==> config.mk <==
export PLATFORM = sky130hd
export DESIGN_NAME = uart_ctrl
export DESIGN_NICKNAME = d
export VERILOG_FILES = /design/src/rtl/uart_ctrl.sv
export SDC_FILE = /design/constraint.sdc
export NUM_CORES = 1
export LEC_CHECK = 0
export ABC_AREA = 1
export BUFFER_PORTS_ARGS = -buffer_cell sky130_fd_sc_hd__buf_2
export CAP_MARGIN = 30
export CORE_MARGIN = 2
export CORE_UTILIZATION = 50
export DETAILED_ROUTE_END_ITERATION = 8
export HOLD_SLACK_MARGIN = 0.03
export PLACE_DENSITY_LB_ADDON = 0.3
export SYNTH_ARGS = -nofsm -noshare
export SYNTH_HDL_FRONTEND = slang
export SYNTH_SLANG_ARGS = --single-unit
==> constraint.sdc <==
create_clock -name clk -period 4.2 [get_ports clk]
set_clock_uncertainty 0.15 [all_clocks]
set_input_delay 0.42 -clock clk [delete_from_list [all_inputs] [get_ports clk]]
set_output_delay 0.42 -clock clk [all_outputs]
set_load 0.1 [all_outputs]
==> src/rtl/uart_ctrl.sv <==
// Memory-mapped UART controller: TX FIFO feeding a uart_tx start/done sequencer,
// RX FIFO fed by uart_rx, and a status register with sticky error flags.
module uart_ctrl #(
  parameter int TX_DEPTH = 4,
  parameter int RX_DEPTH = 4
) (
  input  logic        clk,
  input  logic        reset,
  input  logic        sel,
  input  logic [7:0]  addr,
  input  logic        wen,
  input  logic        ren,
  input  logic [31:0] wdata,
  output logic [31:0] rdata,
  output logic        tx_dv,
  output logic [7:0]  tx_byte,
  input  logic        tx_active,
  input  logic        tx_done,
  input  logic        rx_dv,
  input  logic [7:0]  rx_byte,
  output logic [1:0]  tx_state_dbg
);

  localparam int TXW = $clog2(TX_DEPTH);
  localparam int RXW = $clog2(RX_DEPTH);

  localparam logic [7:0] ADDR_TXD  = 8'h18;
  localparam logic [7:0] ADDR_RXD  = 8'h1C;
  localparam logic [7:0] ADDR_STAT = 8'h20;

  localparam logic [TXW:0] TX_INC = {{TXW{1'b0}}, 1'b1};
  localparam logic [RXW:0] RX_INC = {{RXW{1'b0}}, 1'b1};

  typedef enum logic [1:0] {
    IDLE = 2'd0,
    SEND = 2'd1,
    GAP  = 2'd2
  } tx_state_t;

  tx_state_t state;

  logic [7:0]   tx_mem [TX_DEPTH];
  logic [TXW:0] tx_wr_ptr;
  logic [TXW:0] tx_rd_ptr;
  logic         tx_full;
  logic         tx_empty;

  logic [7:0]   rx_mem [RX_DEPTH];
  logic [RXW:0] rx_wr_ptr;
  logic [RXW:0] rx_rd_ptr;
  logic         rx_full;
  logic         rx_empty;

  logic        tx_ovf;
  logic        rx_ovr;
  logic        tx_busy;
  logic        txd_wr;
  logic        rxd_rd;
  logic        stat_rd;
  logic        tx_push;
  logic        tx_pop;
  logic        rx_push;
  logic        rx_pop;
  logic [31:0] stat_word;
  logic [31:0] rd_word;
  logic        unused_wdata;

  assign unused_wdata = ^wdata[31:8];

  assign tx_full  = (tx_wr_ptr[TXW] != tx_rd_ptr[TXW]) &&
                    (tx_wr_ptr[TXW-1:0] == tx_rd_ptr[TXW-1:0]);
  assign tx_empty = (tx_wr_ptr == tx_rd_ptr);
  assign rx_full  = (rx_wr_ptr[RXW] != rx_rd_ptr[RXW]) &&
                    (rx_wr_ptr[RXW-1:0] == rx_rd_ptr[RXW-1:0]);
  assign rx_empty = (rx_wr_ptr == rx_rd_ptr);

  assign txd_wr  = sel && wen && (addr == ADDR_TXD);
  assign rxd_rd  = sel && ren && (addr == ADDR_RXD);
  assign stat_rd = sel && ren && (addr == ADDR_STAT);

  // Full/empty are evaluated before this cycle's pop, so a push into a full
  // FIFO is rejected even when the other side drains an entry on the same edge.
  assign tx_push = txd_wr && !tx_full;
  assign tx_pop  = (state == IDLE) && !tx_empty;
  assign rx_push = rx_dv && !rx_full;
  assign rx_pop  = rxd_rd && !rx_empty;

  assign tx_busy      = (state != IDLE) || tx_active;
  assign stat_word    = {26'b0, tx_ovf, tx_busy, rx_ovr, !rx_empty, tx_empty, tx_full};
  assign tx_state_dbg = state;

  always_comb begin
    rd_word = '0;
    case (addr)
      ADDR_RXD:  if (!rx_empty) rd_word = {24'b0, rx_mem[rx_rd_ptr[RXW-1:0]]};
      ADDR_STAT: rd_word = stat_word;
      default:   rd_word = '0;
    endcase
  end

  always_ff @(posedge clk) begin
    if (tx_push) tx_mem[tx_wr_ptr[TXW-1:0]] <= wdata[7:0];
    if (rx_push) rx_mem[rx_wr_ptr[RXW-1:0]] <= rx_byte;
  end

  always_ff @(posedge clk or posedge reset) begin
    if (reset) begin
      tx_wr_ptr <= '0;
      tx_rd_ptr <= '0;
      rx_wr_ptr <= '0;
      rx_rd_ptr <= '0;
    end else begin
      if (tx_push) tx_wr_ptr <= tx_wr_ptr + TX_INC;
      if (tx_pop)  tx_rd_ptr <= tx_rd_ptr + TX_INC;
      if (rx_push) rx_wr_ptr <= rx_wr_ptr + RX_INC;
      if (rx_pop)  rx_rd_ptr <= rx_rd_ptr + RX_INC;
    end
  end

  // Sticky flags: a new error in the same cycle as a STAT read stays set.
  always_ff @(posedge clk or posedge reset) begin
    if (reset) begin
      tx_ovf <= 1'b0;
      rx_ovr <= 1'b0;
    end else begin
      if (txd_wr && tx_full) tx_ovf <= 1'b1;
      else if (stat_rd)      tx_ovf <= 1'b0;
      if (rx_dv && rx_full)  rx_ovr <= 1'b1;
      else if (stat_rd)      rx_ovr <= 1'b0;
    end
  end

  always_ff @(posedge clk or posedge reset) begin
    if (reset) rdata <= '0;
    else if (sel && ren) rdata <= rd_word;
  end

  // uart_tx handshake: tx_dv is a one-cycle start strobe; tx_byte is held
  // until the tx_done pulse, and the next start comes no earlier than two
  // cycles after that pulse (SEND -> GAP -> IDLE).
  always_ff @(posedge clk or posedge reset) begin
    if (reset) begin
      state   <= IDLE;
      tx_dv   <= 1'b0;
      tx_byte <= 8'h00;
    end else begin
      tx_dv <= 1'b0;
      case (state)
        IDLE: if (!tx_empty) begin
          tx_dv   <= 1'b1;
          tx_byte <= tx_mem[tx_rd_ptr[TXW-1:0]];
          state   <= SEND;
        end
        SEND: if (tx_done) state <= GAP;
        GAP:  state <= IDLE;
        default: state <= IDLE;
      endcase
    end
  end

endmodule
==> flow_metrics.tcl <==
set metrics [dict create \
    die_h_um 99.0 \
    endpoint_kind "register" \
    grt-busiest-layer "met2" \
    gr-total-overflow 0 \
    p_switching_mw 1.33 \
    wl_per_cell_um 13.1 \
    fin_util 0.565 \
    status "complete, no violations" \
    synth_edf_count 64 \
    drive_gt1_frac 0.179 \
    clockRootBuffer "clkbuf_8" \
    fin_nets 563 \
    clockPowerShare 0.191 \
    ys_async_sr_fraction 0.340 \
    cp_slowest_cell "dfrtp_1" \
    dieWidth_um 99.0 \
    yosysWarningCount 0 \
    slowest_delay_ns 0.81 \
    start_util 0.517 \
    cts_tree "yes" \
    finalSetupViolCount 0 \
    period_needed_ns 2.67 \
    cp_data_arrival_time_ns 2.52 \
    grt_pass1_vias 2728 \
    ys_seq_elements 97 \
    clockBufferDepth 2 \
    cp-startpoint "rx_rd_ptr[0]$_DFFE_PP0P_" \
    required_ns 4.04 \
    p_int_mw 1.63 \
    port_buffers 50 \
    ir_worst_vdd_mv 0.395 \
    routed_wl_um 8020 \
    critical_path.most_common_cell "nand2_2" \
    rsz0062_at_grt "false" \
    timing.fmax_mhz 374 \
    grt_use_met3 0.0511 \
    h-tree-depth 3 \
    crit_path_start_kind "register" \
    switching_share 0.450 \
    post_cts_resized 0 \
    min_from "tx_done" \
    yosysUniqueCellTypes 31 \
    antenna_found_initial 0 \
    coreArea_um2 8720 \
    grtUsageTotal 0.168 \
    postSynthCellCount 446 \
    holdWs_ns 0.106 \
    syn-cell-area_um2 4510 \
    vias_per_cell 4.89 \
    die-area_um2 9800 \
    ys.flop_type "edfxtp_1" \
    fp-row-count 34 \
    cp_max_fo 20 \
    layout_commonest_cell "nand2_1" \
    grt_max_degree 21 \
    hp-class "in2reg" \
    ios 99 \
    seq_area_frac_synth 0.609 \
    slew_viol_final 0 \
    clkSinkCount 97 \
    max-slew-margin-rel 0.434 \
    power_density_nw_per_um2 600 \
    hpwl_um 5550 \
    critPathBufInv 1 \
    rr_startpoint "rx_rd_ptr[0]$_DFFE_PP0P_" \
    timing.setup.tns_ns 0 \
    syn2layout_area_growth_pct 9.23 \
    cts_made_buffers 9 \
    clk_latency_ns 0.36 \
    grt_pass1_wl_um 12800 \
    path_clk_slew_ns 0.10 \
    gp_congestion 0.778 \
    use_met2 0.267 \
    pwr-share-comb 0.373 \
    ant_nets 0 \
    cap_viol_max_count 0 \
    final_min_period_over_clock_period 0.636 \
    num_vias 2982 \
    drc_errors 0 \
    diodes 0 \
    worst_slew_pin_slew_ns 0.845 \
    firstDrtPassIters 5 \
    drt_iter0_markers 137 \
    crit_chain "inv_4, nand2_1, nand2_2, nand4_2, nand2_2, nor2_1" \
    syn_avg_cell_area_um2 10.1 \
    p_leak_nw 2.23 \
    seqPwrFrac 0.435 \
    met1_usage 0.223 \
    cp_top_family "simple AND/OR/NAND/NOR gates" \
    most-common-layout-cells "nand2_1, edfxtp_1, buf_2, inv_1, nor2_1" \
    hold_viol_final 0 \
    crit_type "reg2reg" \
    p_total_mw 2.96 \
]
[per-stage QoR]
| stage | cells | setup WS, ns | cell area, um^2 |
|---|---|---|---|
| after global routing | 610 | 1.38 | 4930 |
| after global placement | 593 | 1.61 | 4730 |
| after floorplan | 469 | 2.31 | 4600 |
| after detailed placement | 593 | 1.52 | 4730 |
| final | 610 | 1.53 | 4930 |
| after CTS | 610 | 1.49 | 4930 |
[registers in the layout, indices dropped and copies added, names as in the netlist]
name,cells
tx_mem,32
tx_wr_ptr,3
rx_ovr,1
rx_rd_ptr,3
tx_dv,1
rx_wr_ptr,3
tx_ovf,1
rdata,8
tx_byte,8
rx_mem,32
tx_state_dbg,2
tx_rd_ptr,3
[power groups by stage]
stage          Sequential (mW)  Clock, mW  Combinational (mW)
3_3_place_gp              1.30          0                1.09
5_1_grt                   1.31      0.623                1.21
3_5_place_dp              1.31          0                1.11
4_1_cts                   1.29      0.581                1.12
6_report                  1.29      0.566                1.10
2_1_floorplan             1.61          0               0.632
[per-layer routing]
metal	up-vias	routed length, um
met5	-	0
li1	1502	-
met4	0	96
met1	1389	3730
met2	83	3740
met3	8	446
[synth_stat cells (all sizes together) (3+ instances only)]
| master | number | area [um^2] |
|---|---|---|
| edfxtp | 64 | 1920 |
| o22ai | 11 | 68.8 |
| nand4 | 6 | 43.8 |
| inv | 50 | 195 |
| ha | 10 | 125 |
| xnor2 | 3 | 33.8 |
| nand2 | 127 | 499 |
| nor2 | 46 | 188 |
| buf | 34 | 253 |
| nand3 | 28 | 173 |
| o21ai | 28 | 140 |
| dfrtp | 33 | 826 |
[timing repair]
action                                  4_1_cts  5_1_grt
hold buffers                                  1        0
endpoints found under the hold margin        14        0
endpoints found under the setup margin        0        0
buffers inserted                              0        0
[cell type report]
class,instances,area [um^2]
fillers,749,3790
flip-flops and latches,97,2750
multi-input cells,287,1400
repair buffers,52,268
inverters,50,195
well taps,108,135
clock buffers,9,124
clock inverters,7,61.3
[logic make-up after synthesis]
family,share of synthesized area
other,0.000831
buffers and inverters,0.100
and+or+nand+nor,0.202
AOI/OAI and AO/OA,0.0483
adders and majority gates,0.0277
DFF,0.609
xor gates and xnor gates,0.0114
[final timing paths]
| path | endpoint | slack, ns | depth (start not counted) |
|---|---|---|---|
| max | rx_mem[3][2]$_DFFE_PP_ | 1.53 | 6 |
| min | tx_state_dbg[0]$_DFFE_PP0P_ | 0.11 | 2 |
| max reg2reg | rx_mem[3][2]$_DFFE_PP_ | 1.53 | 6 |
| min reg2reg | tx_byte[7]$_DFFE_PP0P_ | 0.33 | 2 |
| max in group asynchronous | tx_ovf$_DFFE_PP0P_ | 2.74 | 4 |
| min in group asynchronous | tx_rd_ptr[1]$_DFFE_PP0P_ | 0.49 | 3 |
(Power assumes the default switching activity.)
